File: src/rtl/key_pkg.sv
`default_nettype none
// ============================================================================
// key_pkg : shared constants and state encoding for the key conditioner
// Rev 1.0
// ============================================================================
package key_pkg;

    localparam logic [1:0] ST_REL        = 2'd0;
    localparam logic [1:0] ST_PRESS_WAIT = 2'd1;
    localparam logic [1:0] ST_PRESSED    = 2'd2;
    localparam logic [1:0] ST_REL_WAIT   = 2'd3;

    typedef enum logic [1:0] {
        KS_REL        = ST_REL,
        KS_PRESS_WAIT = ST_PRESS_WAIT,
        KS_PRESSED    = ST_PRESSED,
        KS_REL_WAIT   = ST_REL_WAIT
    } key_state_e;

    localparam int unsigned DEF_DEB_CYCLES  = 1000000;
    localparam int unsigned DEF_LONG_CYCLES = 50000000;
    localparam int unsigned SYNC_DEPTH      = 2;

endpackage
`default_nettype wire

File: src/rtl/key_debounce_ch.sv
`default_nettype none
// ============================================================================
// key_debounce_ch : one key channel - synchroniser, debounce FSM, hold timer
// Rev 1.0
// ============================================================================
module key_debounce_ch
    import key_pkg::*;
#(
    parameter int unsigned DEB_CYCLES  = DEF_DEB_CYCLES,
    parameter int unsigned LONG_CYCLES = DEF_LONG_CYCLES
) (
    input  logic clk,
    input  logic rst,
    input  logic key_n_i,
    output logic level_o,
    output logic press_o,
    output logic release_o,
    output logic long_o,
    output logic held_o
);

    localparam int unsigned CW = $clog2(DEB_CYCLES + 1);
    localparam int unsigned HW = $clog2(LONG_CYCLES + 1);
    localparam logic [CW-1:0] C_DEB_LAST = CW'(DEB_CYCLES - 1);
    localparam logic [HW-1:0] C_LONG     = HW'(LONG_CYCLES);

    logic [SYNC_DEPTH-1:0] sync_q;
    key_state_e            state_q, state_d;
    logic [CW-1:0]         cnt_q, cnt_d;
    logic [HW-1:0]         hold_q, hold_d;
    logic                  level_q, level_d;
    logic                  press_q, press_d;
    logic                  release_q, release_d;
    logic                  long_q, long_d;
    logic                  held_q, held_d;
    logic                  w_s;
    logic [HW-1:0]         w_hold_inc;

    // Flops hold the raw active-low pad, so reset value 1 means released
    assign w_s        = ~sync_q[SYNC_DEPTH-1];
    assign w_hold_inc = (hold_q == C_LONG) ? hold_q : hold_q + 1'b1;

    always_ff @(posedge clk or posedge rst) begin
        if (rst) begin
            sync_q    <= '1;
            state_q   <= KS_REL;
            cnt_q     <= '0;
            hold_q    <= '0;
            level_q   <= 1'b0;
            press_q   <= 1'b0;
            release_q <= 1'b0;
            long_q    <= 1'b0;
            held_q    <= 1'b0;
        end else begin
            sync_q    <= {sync_q[SYNC_DEPTH-2:0], key_n_i};
            state_q   <= state_d;
            cnt_q     <= cnt_d;
            hold_q    <= hold_d;
            level_q   <= level_d;
            press_q   <= press_d;
            release_q <= release_d;
            long_q    <= long_d;
            held_q    <= held_d;
        end
    end

    always_comb begin
        state_d   = state_q;
        cnt_d     = cnt_q;
        hold_d    = hold_q;
        level_d   = level_q;
        held_d    = held_q;
        press_d   = 1'b0;
        release_d = 1'b0;
        long_d    = 1'b0;

        case (state_q)
            KS_REL: begin
                if (w_s) begin
                    state_d = KS_PRESS_WAIT;
                    cnt_d   = CW'(1);
                end
            end
            KS_PRESS_WAIT: begin
                if (!w_s) begin
                    state_d = KS_REL;
                    cnt_d   = '0;
                end else if (cnt_q == C_DEB_LAST) begin
                    state_d = KS_PRESSED;
                    cnt_d   = '0;
                    hold_d  = '0;
                    level_d = 1'b1;
                    press_d = 1'b1;
                end else begin
                    cnt_d = cnt_q + 1'b1;
                end
            end
            KS_PRESSED: begin
                if (!w_s) begin
                    state_d = KS_REL_WAIT;
                    cnt_d   = CW'(1);
                end
            end
            KS_REL_WAIT: begin
                if (w_s) begin
                    state_d = KS_PRESSED;
                    cnt_d   = '0;
                end else if (cnt_q == C_DEB_LAST) begin
                    state_d   = KS_REL;
                    cnt_d     = '0;
                    hold_d    = '0;
                    level_d   = 1'b0;
                    held_d    = 1'b0;
                    release_d = 1'b1;
                end else begin
                    cnt_d = cnt_q + 1'b1;
                end
            end
            default: state_d = KS_REL;
        endcase

        // Hold timer runs across PRESSED/REL_WAIT; a release accepted on the
        // threshold cycle suppresses the long pulse.
        if (level_q && !release_d) begin
            hold_d = w_hold_inc;
            if ((w_hold_inc == C_LONG) && (hold_q != C_LONG)) begin
                long_d = 1'b1;
                held_d = 1'b1;
            end
        end
    end

    assign level_o   = level_q;
    assign press_o   = press_q;
    assign release_o = release_q;
    assign long_o    = long_q;
    assign held_o    = held_q;

endmodule
`default_nettype wire

File: src/rtl/key_conditioner.sv
`default_nettype none
// ============================================================================
// key_conditioner : array of independent debounced pushbutton channels
// Rev 1.0
// ============================================================================
module key_conditioner
    import key_pkg::*;
#(
    parameter int unsigned NUM_KEYS    = 2,
    parameter int unsigned DEB_CYCLES  = DEF_DEB_CYCLES,
    parameter int unsigned LONG_CYCLES = DEF_LONG_CYCLES
) (
    input  logic                clk,
    input  logic                rst,
    input  logic [NUM_KEYS-1:0] key_n_i,
    output logic [NUM_KEYS-1:0] key_level_o,
    output logic [NUM_KEYS-1:0] key_press_o,
    output logic [NUM_KEYS-1:0] key_release_o,
    output logic [NUM_KEYS-1:0] key_long_o,
    output logic [NUM_KEYS-1:0] key_held_o
);

    for (genvar gi = 0; gi < NUM_KEYS; gi++) begin : g_key
        key_debounce_ch #(
            .DEB_CYCLES  (DEB_CYCLES),
            .LONG_CYCLES (LONG_CYCLES)
        ) u_ch (
            .clk       (clk),
            .rst       (rst),
            .key_n_i   (key_n_i[gi]),
            .level_o   (key_level_o[gi]),
            .press_o   (key_press_o[gi]),
            .release_o (key_release_o[gi]),
            .long_o    (key_long_o[gi]),
            .held_o    (key_held_o[gi])
        );
    end

endmodule
`default_nettype wire

File: config.mk
export PLATFORM = sky130hd
export DESIGN_NAME = key_conditioner
export DESIGN_NICKNAME = d
export VERILOG_FILES = /design/src/rtl/key_pkg.sv /design/src/rtl/key_debounce_ch.sv /design/src/rtl/key_conditioner.sv
export SDC_FILE = /design/constraint.sdc
export NUM_CORES = 1
export LEC_CHECK = 0
export CELL_PAD_IN_SITES_DETAIL_PLACEMENT = 1
export CELL_PAD_IN_SITES_GLOBAL_PLACEMENT = 1
export CORE_MARGIN = 2
export CORE_UTILIZATION = 54
export CTS_BUF_LIST = sky130_fd_sc_hd__clkbuf_4 sky130_fd_sc_hd__clkbuf_8
export DETAILED_ROUTE_END_ITERATION = 10
export PLACE_DENSITY = 0.95
export SLEW_MARGIN = 20
export SYNTH_ARGS = -nofsm -noshare
export SYNTH_HDL_FRONTEND = slang
export SYNTH_SLANG_ARGS = --single-unit
File: constraint.sdc
create_clock -name clk -period 7.05 [get_ports clk]
set_clock_uncertainty 0.05 [all_clocks]
set_input_delay 0.705 -clock clk [delete_from_list [all_inputs] [get_ports clk]]
set_output_delay 0.705 -clock clk [all_outputs]
set_load 0.01 [all_outputs]
# ---- Word level (Yosys, flattened, before mapping)
# Index checks and enable logic that the tools add are counted.
dict set report op_classes {
  addsub 4
  n_mul 0
  div_mod_pow 0
  order_cmp 0
  n_eq_ne 34
  shifts 0
  muxes 72
  bitwise_logic 0
  reduce_logical 20
}
# operator count
set op_table {}
lappend op_table {{26-bit 2-to-1 mux} 10}
lappend op_table {{20-bit 2-to-1 mux} 10}
lappend op_table {{20-bit one-hot mux with 4 select lines} 2}
lappend op_table {{26-bit equality test (second input constant)} 4}
lappend op_table {{26-bit one-hot mux with 2 select lines} 2}
lappend op_table {{26-bit by 1-bit adder with 26-bit output (second input constant)} 2}
lappend op_table {{26-bit inequality test (second input constant)} 2}
lappend op_table {{20-bit by 1-bit adder with 20-bit output (second input constant)} 2}
lappend op_table {{20-bit equality test (second input constant)} 2}
lappend op_table {{1-bit 2-to-1 mux} 32}
lappend op_table {{2-bit 2-to-1 mux} 12}
lappend op_table {{2-bit by 1-bit inequality test with 1-bit output (second input constant)} 8}
lappend op_table {{2-bit one-hot mux with 4 select lines} 2}
lappend op_table {{3-bit by 1-bit inequality test with 1-bit output (second input constant)} 4}
lappend op_table {{3-bit inequality test (second input constant)} 4}
lappend op_table {{5-bit AND reduction} 2}
lappend op_table {{2-bit equality test (second input constant)} 4}
lappend op_table {{2-bit inequality test (second input constant)} 4}
lappend op_table {{4-bit AND reduction} 2}
lappend op_table {{3-bit AND reduction} 2}
lappend op_table {{3-bit nonzero test} 2}
lappend op_table {{2-bit by 1-bit equality test with 1-bit output (second input constant)} 2}
lappend op_table {{1-bit logical AND} 4}
lappend op_table {{2-bit logical NOT} 2}
lappend op_table {{4 further kinds} 8}
dict set report totals {
  reg_bits 110
  latchBits 0
  mem_bits_rw 0
  rom_bits 0
  in_bits 4
  out_inout_bits 10
  wordCells 148
  memories 0
}

# ---- Longest topological paths before layout
# Gate-level depths: netlist of run 1.
dict set report depth {
  word_depth 8
  depth_mapped 9
  ltp_nobuf 8
}

# ---- Cells and area by module
# Synthesis of run 1 repeated with hierarchy kept, for this count alone.
dict set report hier_totals {
  hier_cells 786
  hier_area_um2 6608.8
}
# mod n_inst cells_each area_per_inst_um2 seq_area_each_um2
set by_module_without_submodules {}
lappend by_module_without_submodules {{key_debounce_ch (g_key[1].u_ch)} 1 391 3330.7 1378.8}
lappend by_module_without_submodules {{key_debounce_ch (g_key[0].u_ch)} 1 395 3278.1 1378.8}

# ---- Worst setup path after synthesis of run 1
# Ideal clock, no wire load.
dict set report synth_path {
  kind {register to register}
  start {reg g_key[1].u_ch.hold_q[1]}
  end {reg g_key[1].u_ch.long_q}
  setup_ps 96
  arrival_ps 2311
  required_time_ps 6904
  path_slack_ps 4594
  path_stages_with_launch 10
  path_buffers 2
  synth_period_minus_slack_ps 2456
  cell_sequence {dfrtp_1 ha_1 buf_6 and4_1 buf_6 nand4_4 nor2_1 a41oi_1 or4_4 nor4_2}
}
dict set report synth_via {
  elab_chain_cells 6
  word_cells_on_any_way 8
  cone_classes {1 x add/sub; 3 x eq/ne; 3 x mux; 1 x reduce/logical}
}
# item line_no
set synth_rtl {}
lappend synth_rtl {{from (decl)} key_debounce_ch.sv:30} ;# logic [HW-1:0] hold_q, hold_d;
lappend synth_rtl {{from (signal assigned)} key_debounce_ch.sv:58} ;# hold_q <= hold_d;
lappend synth_rtl {{26-bit by 1-bit adder with 26-bit output / 26-bit equality test (equally long branches)} key_debounce_ch.sv:41} ;# assign w_hold_inc = (hold_q == C_LONG) ? hold_q : hold_q + 1'b1;
lappend synth_rtl {{26-bit 2-to-1 mux} key_debounce_ch.sv:41}
lappend synth_rtl {{26-bit equality test} key_debounce_ch.sv:126} ;# if ((w_hold_inc == C_LONG) && (hold_q != C_LONG)) begin
lappend synth_rtl {{1-bit logical AND *} key_debounce_ch.sv:126}
lappend synth_rtl {{1-bit 2-to-1 mux *} key_debounce_ch.sv:126}
lappend synth_rtl {{1-bit 2-to-1 mux *} key_debounce_ch.sv:124} ;# if (level_q && !release_d) begin
lappend synth_rtl {{via g_key[1].u_ch.long_d} key_debounce_ch.sv:34} ;# logic long_q, long_d;
lappend synth_rtl {{to (signal assigned)} key_debounce_ch.sv:62} ;# long_q <= long_d;
lappend synth_rtl {{to (decl)} key_debounce_ch.sv:34}
# The timed path passes the listed nets; every way through them passes the cells marked *.
# A chain may end at the register's enable or synchronous reset.

# ---- Final worst setup path of run 1
dict set report layout_path {
  start {reg g_key[1].u_ch.cnt_q[0]}
  end {reg g_key[1].u_ch.long_q}
}
dict set report layout_via {
  elab_chain_cells 7
}
# item line_no
set layout_rtl {}
lappend layout_rtl {{from (decl)} key_debounce_ch.sv:29} ;# logic [CW-1:0] cnt_q, cnt_d;
lappend layout_rtl {{from (signal assigned)} key_debounce_ch.sv:57} ;# cnt_q <= cnt_d;
lappend layout_rtl {{20-bit equality test} key_debounce_ch.sv:108} ;# end else if (cnt_q == C_DEB_LAST) begin
lappend layout_rtl {{1-bit 2-to-1 mux} key_debounce_ch.sv:108}
lappend layout_rtl {{1-bit 2-to-1 mux} key_debounce_ch.sv:105} ;# if (w_s) begin
lappend layout_rtl {{1-bit 2-to-1 mux} key_debounce_ch.sv:77} ;# case (state_q)
lappend layout_rtl {{1-bit logical NOT} key_debounce_ch.sv:124}
lappend layout_rtl {{1-bit logical AND} key_debounce_ch.sv:124}
lappend layout_rtl {{1-bit 2-to-1 mux} key_debounce_ch.sv:124}
lappend layout_rtl {{via g_key[1].u_ch.long_d} key_debounce_ch.sv:34}
# The timed path passes the listed nets, and every way through them passes these cells.

==> impl_metrics.toml, run 1 <==
[logic_synthesis]
synth_cell_type_count = 72
synth_edf_count = 0
async_reset_ff_frac = 1.00
ys_seq_area_frac = 0.407
syn_nets = 798
syn_inst = 788
synth_top_area_share = 0.391
synthFlopType = "dfrtp_1"
ys_warn_count = 0
ys_seq_elements = 110
synthesis.area_um2 = 6780
ys_top_cells_by_area = "dfrtp_1 39%, o21ai_0 7.8%, nand2_1 4.9%"
syn_area_per_cell_um2 = 8.60
synth_top_cell_by_area = "dfrtp_1"

[layout]
drive_gt1_frac = 0.0600
num-fill-cells = 1456
layout.cells.non_filler = 935
area_growth_pct = 5.21
utilization = 0.589
diodes = 0
final_area_um2 = 7130
regArea_um2 = 2760
multi_input_area_um2 = 3680
nNetsFinal = 772

[cts]
tritoncts = "built"
cts_max_level = 3
insertion_delay_ns = 0.40
post_cts_buffers = 0
postCtsHoldBufs = 0
clkSlewWorstSetupHoldPaths_ns = 0.11
root_buffer = "clkbuf_8"
cts_sinks = 110
clock_path_buffers = 2
cts_buffers = 9
post_cts_resized = 0

[sta]
hold_viol_final = 0
rsz0062_at_grt = "false"
worstMarginPinSlew_ns = 0.974
setup_viol = 0
slew_headroom = 0.350
max_freq_ghz = 0.310
holdWs_ns = 0.318
setup_ws_ns = 3.83
fin_tns_setup_ns = 0
fin_crit_sh = 0.457
slew_violations = 0
period_needed_ns = 3.22

[drt]
dr.first_iter.drc_count = 480
ant_nets = 0
vias_per_cell = 6.53
drc = 0
drt_pre_antenna_iters = 5
wl_per_cell_um = 19.7
vias = 6107
drt-total-wl_um = 18500

[floorplanning]
start_util = 0.560
ioPinCount = 14
die-area_um2 = 13500
fp.dieW_um = 116
core_um2 = 12100
rows = 40
die_h_um = 116

[grt]
grt_pass1_vias = 6251
grt_overflow = 0
grt_use_total = 0.291
grt_pass1_wl_um = 31400
antenna_found_initial = 0
grt_max_degree = 80

[power]
combPwrFrac = 0.037
vdd_drop_max_mv = 0.117
finalPower_mw = 1.13
p_clk_frac = 0.392
power_frac_seq = 0.571
p_per_area_nw_per_um2 = 158
p_sw_frac = 0.234
switching_power_mw = 0.264
p_leak_nw = 2.78
internal-power_mw = 0.863

[critical_path]
end_kind = "flop"
worstPathArrival_ns = 3.48
cp-start-kind = "flop"
worstPathRequired_ns = 7.30
worst-r2r-setup-slack_ns = 3.83
cp_max_fo = 17
crit_type = "reg -> reg"

[run_status]
status = "completed"

[placement]
dp.cells = 919
pre_cts_slack_ns = 3.90
gp_congestion = 0.875
io_buffers = 13
dp_hpwl_um = 12400
placed_area_um2 = 6880

[job]
cap_violations = 0

[min_path]
hp-class = "reg -> reg"
-- state kept, by name, summed over array words and instances, names as in the netlist, named ones only --
register,cells
g_key.u_ch.long_o,2
g_key.u_ch.cnt_q,40
g_key.u_ch.sync_q,4
g_key.u_ch.state_q,2
g_key.u_ch.held_o,2
g_key.u_ch.press_o,2
g_key.u_ch.release_o,2
g_key.u_ch.level_o,2
g_key.u_ch.hold_q,52
-- worst paths after layout --
| path | from | end | depth (start not counted) |
|---|---|---|---|
| hold / removal | g_key[0].u_ch.sync_q[0]$_DFF_PP1_ | g_key[0].u_ch.sync_q[1]$_DFF_PP1_ | 0 |
| max in group asynchronous | rst | g_key[0].u_ch.hold_q[15]$_DFFE_PP0P_ | 3 |
| setup reg to reg | g_key[1].u_ch.cnt_q[0]$_DFFE_PP0P_ | g_key[1].u_ch.long_o$_DFF_PP0_ | 7 |
| min in group asynchronous | rst | g_key[0].u_ch.cnt_q[14]$_DFFE_PP0P_ | 2 |
| setup / recovery | g_key[1].u_ch.cnt_q[0]$_DFFE_PP0P_ | g_key[1].u_ch.long_o$_DFF_PP0_ | 7 |
| hold reg to reg | g_key[0].u_ch.sync_q[0]$_DFF_PP1_ | g_key[0].u_ch.sync_q[1]$_DFF_PP1_ | 0 |
-- cells by family (layout without fill, tap and decap cells) --
family,Yosys count,after routing,synth area share
AO/OA/AOI/OAI,228,228,0.212
XOR/XNOR,29,29,0.0375
adder cells (fa/ha/maj),7,7,0.0126
buffers and inverters,77,56,0.0547
flip-flops,110,110,0.407
multiplexers,2,2,0.00295
AND/OR/NAND/NOR,335,335,0.273
-- routing by layer --
metal | up-vias | wire length, µm | track usage
met5 | - | 0 | 0
met4 | 0 | 397 | 0.0913
met3 | 38 | 538 | 0.0497
met2 | 125 | 9440 | 0.492
met1 | 3097 | 8080 | 0.383
li1 | 2847 | - | -
-- critical path, cell delays in order, from the launching register on --
cell,delay [ns]
dfrtp_1,0.43
ha_1,0.28
and4_1,0.25
nand4_1,0.33
o41a_1,0.70
o21ai_1,0.21
or4_4,0.59
nor4_2,0.28
-- power by group through the flow --
stage	clock network [mW]	registers, mW	logic, mW
2_1_floorplan	0	0.654	0.0290
6_report	0.441	0.644	0.0417
3_5_place_dp	0	0.656	0.0417
3_3_place_gp	0	0.655	0.0388
4_1_cts	0.449	0.644	0.0419
5_1_grt	0.471	0.645	0.0469
-- layout make-up --
cell class	instances	area share
multi-input cells	601	0.516
flip-flops and latches	110	0.387
well taps	168	0.0295
repair buffers	17	0.0230
clock buffers	11	0.0204
inverters	23	0.0125
clock inverters	5	0.0116
-- synth_stat cells (3+ instances only) --
cell type,instances
ha_1,6
nor3_1,11
inv_1,23
and4b_1,3
a41oi_1,3
clkbuf_1,23
nor2b_1,8
nand4b_1,4
a21oi_1,22
nand4_4,3
xor2_1,16
o31ai_1,32
dfrtp_1,106
a31oi_1,16
xnor2_1,13
buf_2,16
nand2b_1,7
and3_1,14
nor3b_1,3
o21ai_1,7
and2_1,10
or4_1,6
buf_4,12
nor4b_1,4
a22o_1,4
nand4_1,16
or3_1,3
o21ai_0,105
and4_1,11
o41ai_1,13
nor4_1,20
nor2_1,57
nand3_1,47
o21a_1,6
dfstp_2,4
nand2_1,88
-- layout by cell type (no fill, tap or decap), drive strengths merged, types with 6 or more instances in the layout --
cell type,Yosys,routed
clkdlybuf4s50,0,13
and2,12,12
o31ai,33,33
a21oi,22,22
and3,15,15
or4,7,7
and4,11,11
clkbuf,24,11
nand4,19,19
xor2,16,16
o21ai,112,112
nand2,88,88
ha,6,6
nor2,57,57
nand3,47,47
nand2b,7,7
a31oi,16,16
nor3,11,11
o41ai,15,15
nor4,23,23
dfrtp,106,106
nor2b,8,8
o21a,6,6
xnor2,13,13
inv,23,24
(Power assumes the default switching activity.)
==> run 2: changes to the inputs <==
Settings changed: CORE_UTILIZATION 54 to 50, PLACE_DENSITY 0.95 to 0.9.
Clock period 7.05 ns to 3.08 ns, I/O delays scaled along.
==> impl_metrics.toml, run 2 (synthesis results as in run 1) <==
[power]
vdd_drop_max_mv = 0.328
internal-power_mw = 1.84
switching_power_mw = 0.602
power_frac_seq = 0.602
p_leak_nw = 2.82
p_per_area_nw_per_um2 = 341
combPwrFrac = 0.040
p_clk_frac = 0.357
p_sw_frac = 0.246

[layout]
utilization = 0.541
regMostFlops = "g_key.u_ch.hold_q"
final_common_cell = "dfrtp_1"
nNetsFinal = 783
diodes = 0
area_growth_pct = 5.74
final_cell_mix = "106 x dfrtp_1, 105 x o21ai_0, 88 x nand2_1, 57 x nor2_1, 47 x nand3_1"
largest_reg_flops = 52
drive_gt1_frac = 0.0707
reg.largest.list = "g_key.u_ch.hold_q (52), g_key.u_ch.cnt_q (40), g_key.u_ch.sync_q (4)"

[sta]
period_needed_ns = 2.90
rsz0062_at_grt = "false"
slew_violations = 0
setup_viol = 0
fin_crit_sh = 0.943
hold_viol_final = 0
max_freq_ghz = 0.344
fin_tns_setup_ns = 0
worstMarginPinSlew_ns = 0.941
slew_headroom = 0.373

[grt]
grt_overflow = 0
grt_use_total = 0.256
grt_pass1_vias = 6399
grt_max_degree = 111
antenna_found_initial = 0
grt_pass1_wl_um = 30700

[placement]
dp_hpwl_um = 12400
io_buffers = 13
gp_congestion = 0.869

[min_path]
hp-class = "in -> reg"

[drt]
wl_per_cell_um = 18.7
dr.first_iter.drc_count = 398
met3_length_um = 421
vias = 6052
m1WireLength_um = 8190
drt_pre_antenna_iters = 4
drt-total-wl_um = 17800
vias_per_cell = 6.34
drc = 0
ant_nets = 0
highest_layer = "met4"
wl_met2_um = 8960

[critical_path]
cp_max_fo = 8
cp-start-kind = "flop"
worstPathArrival_ns = 3.15
worstPathRequired_ns = 3.33
end_kind = "flop"
crit_type = "reg -> reg"

[floorplanning]
fp.dieW_um = 120
start_util = 0.512
core_um2 = 13200
die_h_um = 120
ioPinCount = 14
rows = 42
die-area_um2 = 14500

[cts]
root_buffer = "clkbuf_8"
cts_buffers = 9
cts_max_level = 3
clkSlewWorstSetupHoldPaths_ns = 0.11
post_cts_buffers = 0
insertion_delay_ns = 0.39
cts_sinks = 110
clock_path_buffers = 2
tritoncts = "built"

[run_status]
status = "completed"

[job]
cap_violations = 0
run 2: worst paths after layout:
check / start / depth (start not counted) / end / slack [ns]
worst max-delay path: g_key[1].u_ch.hold_q[1]$_DFFE_PP0P_ / 7 / g_key[1].u_ch.long_o$_DFF_PP0_ / 0.18
worst min-delay path: key_n_i[0] / 1 / g_key[0].u_ch.sync_q[0]$_DFF_PP1_ / 0.27
worst max register to register: g_key[1].u_ch.hold_q[1]$_DFFE_PP0P_ / 7 / g_key[1].u_ch.long_o$_DFF_PP0_ / 0.18
worst min register to register: g_key[1].u_ch.sync_q[0]$_DFF_PP1_ / 0 / g_key[1].u_ch.sync_q[1]$_DFF_PP1_ / 0.31
max in group asynchronous: rst / 3 / g_key[1].u_ch.cnt_q[11]$_DFFE_PP0P_ / 2.13
min in group asynchronous: rst / 3 / g_key[0].u_ch.cnt_q[11]$_DFFE_PP0P_ / 0.35
run 2: stage by stage:
step,worst slack (ns),power (mW),hold WS [ns],instance area (µm²),instances
final,0.177,2.45,0.268,7170,954
after global routing,0.0144,2.54,0.256,7170,954
after CTS,0.166,2.47,0.251,7160,954
after detailed placement,0.146,1.60,0.302,6980,938
after global placement,0.275,1.59,0.296,6980,938
after floorplan,0.624,1.56,0.262,6780,788
run 2: final cells by class:
cell class | instances | area, µm²
Clock inverter | 2 | 16.3
Inverter | 23 | 90.1
Clock buffer | 14 | 168
Timing Repair Buffer | 28 | 255
Multi-Input combinational cell | 601 | 3660
Sequential cell | 110 | 2760
Tap cell | 176 | 220
Fill cell | 1580 | 6080
run 2: critical path, stage by stage, from the launching register on:
cell and delay, ns:
dfrtp_1 0.47, ha_1 0.36, and4_1 0.45, nand4_4 0.19, nor2_1 0.30, a41oi_1 0.16
or4_4 0.55, nor4_2 0.27
run 2: routing by layer:
metal  global-route usage  vias to the layer above
li1                     -                     2866
met1                0.329                     3093
met2                0.445                       73
met3               0.0491                       20
met4               0.0669                        0
met5                    0                        -
run 2: power groups by stage:
stage / Sequential, mW / Combinational [mW] / Clock (mW)
6_report: 1.47 / 0.0985 / 0.874
5_1_grt: 1.48 / 0.113 / 0.949
4_1_cts: 1.47 / 0.101 / 0.897
3_5_place_dp: 1.50 / 0.101 / 0
3_3_place_gp: 1.50 / 0.0925 / 0
2_1_floorplan: 1.50 / 0.0666 / 0
run 2: what timing repair did:
action,4_1_cts,5_1_grt
hold buffers,0,0
gates resized for setup,0,1
setup endpoints to repair,0,1
==> run 3: changes to the inputs <==
Settings changed: CORE_ASPECT_RATIO from default to 0.5, CTS_CLUSTER_DIAMETER from default to 40.
==> impl_metrics.toml, run 3 (synthesis results as in run 1) <==
[grt]
grt.met2_usage = 0.459
grt_use_total = 0.267
antenna_found_initial = 0
grt_overflow = 0
grt_pass1_wl_um = 31500
grt.met1_usage = 0.345
grt_max_degree = 33
grt_pass1_vias = 6332
gr-max-usage-layer = "met2"
grtUsageMet3 = 0.0470

[floorplanning]
start_util = 0.506
ioPinCount = 14
die-area_um2 = 14600
core_um2 = 13400
rows = 30
fp.dieW_um = 169
die_h_um = 86.3

[critical_path]
crit_type = "reg -> reg"
cp_max_fo = 8
path_cells = "ha_1 > and4_2 > nand4_4 > nor2_1 > a41oi_1 > or4_4 > nor4_2"
crit_buf_inv = 0
reg2reg_to = "g_key[1].u_ch.long_o$_DFF_PP0_"
critical_path.max_stage_delay_ns = 0.55
cpMaxStageDelayCell = "or4_4"
cp-start-kind = "flop"
ff2ff_path_depth = 7
r2r_start = "g_key[1].u_ch.hold_q[1]$_DFFE_PP0P_"
worst-r2r-setup-slack_ns = 0.24
worstPathRequired_ns = 3.33
end_kind = "flop"
critPathTopFamily = "simple AND/OR/NAND/NOR gates"
worstPathArrival_ns = 3.10

[layout]
layout.cells.non_filler = 958
reg.largest.list = "g_key.u_ch.hold_q (52), g_key.u_ch.cnt_q (40), g_key.u_ch.sync_q (4)"
nNetsFinal = 787
drive_gt1_frac = 0.0793
diodes = 0
largest_reg_flops = 52
area_growth_pct = 7.48
final_cell_mix = "106 x dfrtp_1, 105 x o21ai_0, 88 x nand2_1, 57 x nor2_1, 47 x nand3_1"
final_common_cell = "dfrtp_1"
regMostFlops = "g_key.u_ch.hold_q"

[drt]
drt_pre_antenna_iters = 5
wl_per_cell_um = 19.6
drc = 0
vias_per_cell = 6.47
ant_nets = 0
vias = 6195
drt-total-wl_um = 18700
dr.first_iter.drc_count = 530

[cts]
cts_max_level = 3
clock_path_buffers = 2
insertion_delay_ns = 0.40
cts_sinks = 110
cts_buffers = 9
tritoncts = "built"
clkSlewWorstSetupHoldPaths_ns = 0.11
root_buffer = "clkbuf_8"

[placement]
dp.cells = 942
pre_cts_slack_ns = 0.130
io_buffers = 13
dp_hpwl_um = 12800
gp_congestion = 0.862

[power]
p_per_area_nw_per_um2 = 365
vdd_drop_max_mv = 0.175
p_leak_nw = 2.87

[sta]
fin_crit_sh = 0.923
setup_ws_ns = 0.239
fin_tns_setup_ns = 0
max_freq_ghz = 0.352
period_needed_ns = 2.84
worstMarginPinSlew_ns = 0.773
slew_violations = 0
hold_viol_final = 0
slew_headroom = 0.483
setup_viol = 0
rsz0062_at_grt = "false"

[min_path]
hold_start = "key_n_i[0]"
min_to = "g_key[0].u_ch.sync_q[0]$_DFF_PP1_"
hp-class = "in -> reg"
holdPathStages = 1

[run_status]
status = "completed"

[job]
cap_violations = 0
## run 3: where the power goes
group | switching (mW) | internal [mW]
Sequential | 0.0164 | 1.46
Clock | 0.535 | 0.543
Combinational | 0.0723 | 0.0315
## run 3: worst max path at each step
| stage | start | to | slack (ns) | cells past startpoint |
|---|---|---|---|---|
| after floorplan | g_key[1].u_ch.hold_q[1]$_DFFE_PP0P_ | g_key[1].u_ch.long_o$_DFF_PP0_ | 0.62 | 9 |
| after global placement | g_key[1].u_ch.cnt_q[0]$_DFFE_PP0P_ | g_key[1].u_ch.long_o$_DFF_PP0_ | 0.27 | 7 |
| after detailed placement | g_key[1].u_ch.cnt_q[0]$_DFFE_PP0P_ | g_key[1].u_ch.long_o$_DFF_PP0_ | 0.13 | 7 |
| after CTS | g_key[1].u_ch.cnt_q[0]$_DFFE_PP0P_ | g_key[1].u_ch.long_o$_DFF_PP0_ | 0.07 | 7 |
| after global routing | g_key[1].u_ch.hold_q[1]$_DFFE_PP0P_ | g_key[1].u_ch.long_o$_DFF_PP0_ | 0.04 | 7 |
| final | g_key[1].u_ch.hold_q[1]$_DFFE_PP0P_ | g_key[1].u_ch.long_o$_DFF_PP0_ | 0.24 | 7 |
## run 3: stage by stage
| stage | total power, mW | util | instance area (µm²) | hold WS, ns |
|---|---|---|---|---|
| after floorplan | 1.56 | - | 6780 | 0.262 |
| after global placement | 1.60 | 0.525 | 7030 | 0.296 |
| final | 2.66 | 0.544 | 7280 | 0.266 |
| after CTS | 2.68 | 0.543 | 7270 | 0.256 |
| after global routing | 2.75 | 0.544 | 7280 | 0.260 |
| after detailed placement | 1.61 | 0.525 | 7030 | 0.298 |
## run 3: area by class of cell
type / instances / area (µm²)
clock buffer: 9 / 124
fill: 1589 / 6120
tap: 176 / 220
clock inverter: 7 / 120
timing repair buffer: 32 / 298
multi-input combinational: 601 / 3670
sequential: 110 / 2760
inverter: 23 / 90.1
## run 3: per-layer routing
| layer | wire, µm | vias to the layer above |
|---|---|---|
| li1 | - | 2880 |
| met1 | 8680 | 3174 |
| met2 | 9250 | 110 |
| met3 | 526 | 31 |
| met4 | 288 | 0 |
| met5 | 0 | - |
## run 3: repair_timing
| action | 4_1_cts | 5_1_grt |
|---|---|---|
| endpoints found under the setup margin | 0 | 24 |
| hold buffers | 0 | 0 |
| hold endpoints to repair | 0 | 0 |
| setup buffers | 0 | 0 |
| resized for setup | 0 | 3 |
==> RTL edit 1: new RTL, config.mk and constraints of run 3 <==
`DEF_LONG_CYCLES`: 50000000 -> 25000000.
--- a/src/rtl/key_pkg.sv
+++ b/src/rtl/key_pkg.sv
@@ -18,7 +18,7 @@
     } key_state_e;
 
     localparam int unsigned DEF_DEB_CYCLES  = 1000000;
-    localparam int unsigned DEF_LONG_CYCLES = 50000000;
+    localparam int unsigned DEF_LONG_CYCLES = 25000000;
     localparam int unsigned SYNC_DEPTH      = 2;
 
 endpackage
Behaviour: no difference found for any inputs over 10 cycles, from zero or initial values and one cycle with rst high; that may be too few to reach the edited logic, so the function may still have changed.
==> RTL edit 1 against run 3 <==
  * Sequential cell count fell by 2
  * Final area fell by 1.8%
  * Synthesized cell count rose by 2.3%
  * Clock power fell by 12%
  * Area after synthesis barely moved
  * Power fell by 5.8%
  * Wire length fell by 3.5%
  * Worst setup slack improved by 0.067 ns
  * Largest cell class unchanged
==> RTL edit 1: results (changes against run 3) <==
sequential share of the synthesized area 39.9% (-0.75 points); Critical Path Fanout Max 11 (+3); WL met1 8.52 mm (-1.9%); fin nets 788 (+0.13%); root buf cell clkbuf_8; met3 wire length 590 um (+12%); pin count of the biggest net entering global routing 61 (+85%); initial drt markers 408 (-23%); Rel. slew slack 37.6% (-11 points); vias in the first global route 6112 (-3.5%); layout cells sized above 1 6.64% (-1.3 points); Post-Layout Cell Count 959 (+0.10%); global-route wire length before repair 30.9 mm (-2.0%); ranking of synthesized cells by area dfrtp_1 38%, o21ai_0 8.3%, nand2_1 4.8%, nor2_1 3.5%, o31ai_1 3.5%; post-synth cell types 70 (-2.8%); Avg Inst Size Synth 8.41 um2 (-2.2%); post-DP HPWL 12.7 mm (-0.55%); grt met2 use 43.3% (-2.6 points); # placed instances 943 (+0.11%); GRT Resource Usage Total 26.1% (-0.62 points); slowest CP cell nor4_2; Post-Place Worst Slack 0.333 ns (+0.203 ns); Fillers 1618 (+1.8%); Synth top cells by count 113 x o21ai_0, 104 x dfrtp_1, 86 x nand2_1; Syn Nets 816 (+2.3%); Pleak 2.76 nW (-3.8%); drt first pass iters 4 (-1); routability cong. 0.866 (+0.45%); DR vias 6119 (-1.2%); Largest regs g_key.u_ch.hold_q: 50 flops, g_key.u_ch.cnt_q: 40 flops, g_key.u_ch.sync_q: 4 flops; status finished, final reports clean; Largest stage delay, worst path 0.53 ns (-0.02 ns)
## RTL edit 1: cell type report
| type | count | area share (%) |
|---|---|---|
| tap | 176 | 3.08 |
| inverter | 17 | 0.944 |
| clock inverter | 3 | 0.612 |
| timing repair buffer | 25 | 3.25 |
| clock buffer | 13 | 2.41 |
| sequential | 108 | 37.8 |
| multi-input combinational | 617 | 51.9 |
## RTL edit 1: cells by family after synthesis
kind of cell | synth area share (%)
compound gates | 21.1
xor+xnor | 3.88
fa+ha+maj | 1.11
buf+inv | 5.61
flops | 39.9
mux | 0.148
simple gates | 28.2
## RTL edit 1: where the power goes
part           switching, mW  total (mW)  internal, mW
Combinational         0.0706       0.101        0.0301
Clock                  0.502       0.955         0.453
Sequential            0.0147        1.45          1.43
## RTL edit 1: worst paths after layout
path                                              start                       to  slack [ns]  cells past startpoint
worst max-delay path            g_key[1].u_ch.hold_q[0]     g_key[1].u_ch.long_o        0.31                      7
worst min-delay path                         key_n_i[1]  g_key[1].u_ch.sync_q[0]        0.27                      1
worst max register to register  g_key[1].u_ch.hold_q[0]     g_key[1].u_ch.long_o        0.31                      7
worst min register to register  g_key[0].u_ch.sync_q[0]  g_key[0].u_ch.sync_q[1]        0.32                      0
max in group asynchronous                           rst  g_key[1].u_ch.sync_q[0]        1.91                      3
min in group asynchronous                           rst   g_key[0].u_ch.cnt_q[2]        0.31                      2
## RTL edit 1: stage by stage
| stage | hold slack (ns) | instance area [um2] |
|---|---|---|
| 2_1_floorplan | 0.262 | 6780 |
| 3_3_place_gp | 0.301 | 6940 |
| 3_5_place_dp | 0.301 | 6940 |
| 4_1_cts | 0.260 | 7150 |
| 5_1_grt | 0.258 | 7150 |
| 6_report | 0.273 | 7150 |
==> RTL edit 2: new RTL, config.mk and constraints of run 3 <==
Made on the original files. One comparison of `cnt_q` changes from == to >=.
--- a/src/rtl/key_debounce_ch.sv
+++ b/src/rtl/key_debounce_ch.sv
@@ -105,7 +105,7 @@
                 if (w_s) begin
                     state_d = KS_PRESSED;
                     cnt_d   = '0;
-                end else if (cnt_q == C_DEB_LAST) begin
+                end else if (cnt_q >= C_DEB_LAST) begin
                     state_d   = KS_REL;
                     cnt_d     = '0;
                     hold_d    = '0;
Function: same outputs for any inputs over 10 cycles, from zero or initial values and one cycle with rst high; that may be too few to reach the edited logic, so the function may still have changed.
==> RTL edit 2 against run 3 <==
  * Area after synthesis grew 5.6%
  * Worst setup slack better by 0.0039 ns
  * Final area increased by 3.0%
  * Wire length up 14%
  * Sequential cell count is the same
Power is not compared: it rests on default switching activity, and its combinational part moved more than twofold at a synthesized area within 25%.
==> RTL edit 2: results (changes against run 3) <==
Worst R2R Setup Slack 0.24 ns; Comb group 372 uW; Overall Power 2.77 mW; Worst Reg-to-Reg Cells 6 (-1); met2 WL 10.2 mm (+11%); global-route wire length before repair 35.5 mm (+13%); min Tclk post-route 2.84 ns (-0.00389 ns); post-DP HPWL 14.7 mm (+15%); WL/cell 20.9 um (+6.6%); Largest regs g_key.u_ch.hold_q: 52 flops, g_key.u_ch.cnt_q: 40 flops, g_key.u_ch.sync_q: 4 flops; FFs w/ async S/R, synth 100% (unchanged); root buf cell clkbuf_8; Post-Layout Cell Count 1023 (+6.8%); fin nets 836 (+6.2%); Syn Nets 870 (+9.0%); mean number of vias per cell 6.70 (+3.6%); sequential share of the synthesized area 38.5% (-2.2 points); slowest CP cell nor2_1; status finished, final reports clean; layout cells sized above 1 6.62% (-1.3 points); pin count of the biggest net entering global routing 111 (+240%); ranking of synthesized cells by area dfrtp_1 37%, o21ai_0 4.8%, nand2_1 4.0%, nand3_1 3.8%, a21oi_1 3.6%; Seq pwr share 55.6%; CP endpoint g_key[1].u_ch.cnt_q[13]; Post-Place Worst Slack 0.288 ns (+0.158 ns); CTS Buffer Depth 2 (unchanged); CP Data Arrival Time 3.08 ns (-0.02 ns); routability cong. 0.888 (+2.9%); hold worst-path end g_key[0].u_ch.sync_q[0]; delay-heaviest family, CP simple AND/OR/NAND/NOR gates; vias in the first global route 7004 (+11%); Rel. slew slack 42.2% (-6.2 points); cts hold-fix bufs 0 (unchanged); H-tree depth 3 (unchanged); initial antenna violation count 0 (unchanged); hold crit path type in -> reg; post-synth cell types 72 (unchanged); WL met1 9.65 mm (+11%); PostCTS Resize Cnt 0 (unchanged); Fillers 1666 (+4.8%); Fin Hold WS 0.264 ns (-0.00208 ns); cell count after synthesis 860 (+9.1%); GRT Resource Usage Total 28.6% (+1.9 points); Worst VDD drop ~0.00022 V; initial drt markers 699 (+32%); top layer in use met4; Synth top cells by count 106 x dfrtp_1, 77 x nand2_1, 69 x o21ai_0; Worst Setup SP g_key[1].u_ch.cnt_q[12]; placed instance area 0.00733 mm2 (+4.2%); Critical Path Fanout Max 11 (+3); Largest stage delay, worst path 0.68 ns (+0.13 ns); clk slew on worst S/H paths about 0.12 ns; MaxCap Viol Count 0 (unchanged); met3 wire length 1.09 mm (+110%); drt first pass iters 5 (unchanged)
==> RTL edit 2: area by class of cell <==
class / count / area, um2 / share of cell area (%)
Clock buffer: 10 / 131 / 1.75
Clock inverter: 6 / 46.3 / 0.617
Inverter: 34 / 131 / 1.75
Multi-Input combinational cell: 644 / 3950 / 52.6
Sequential cell: 110 / 2760 / 36.8
Tap cell: 192 / 240 / 3.20
Timing Repair Buffer: 27 / 248 / 3.30
==> RTL edit 2: kinds of logic after synthesis <==
logic type                 count (synthesis)  synth area share, %
and+or+nand+nor                          362                 27.8
AOI/OAI and AO/OA                        242                 22.0
DFF                                      110                 38.5
buffers and inverters                    106                 6.28
xor gates and xnor gates                  24                 2.94
muxes                                     10                 1.40
adders and majority gates                  6                 1.05
==> RTL edit 2: layer usage <==
layer,GRT usage (%),vias to the layer above
met1,37.0,3504
met5,0,-
met2,50.4,187
met4,7.09,0
li1,-,3122
met3,5.37,39
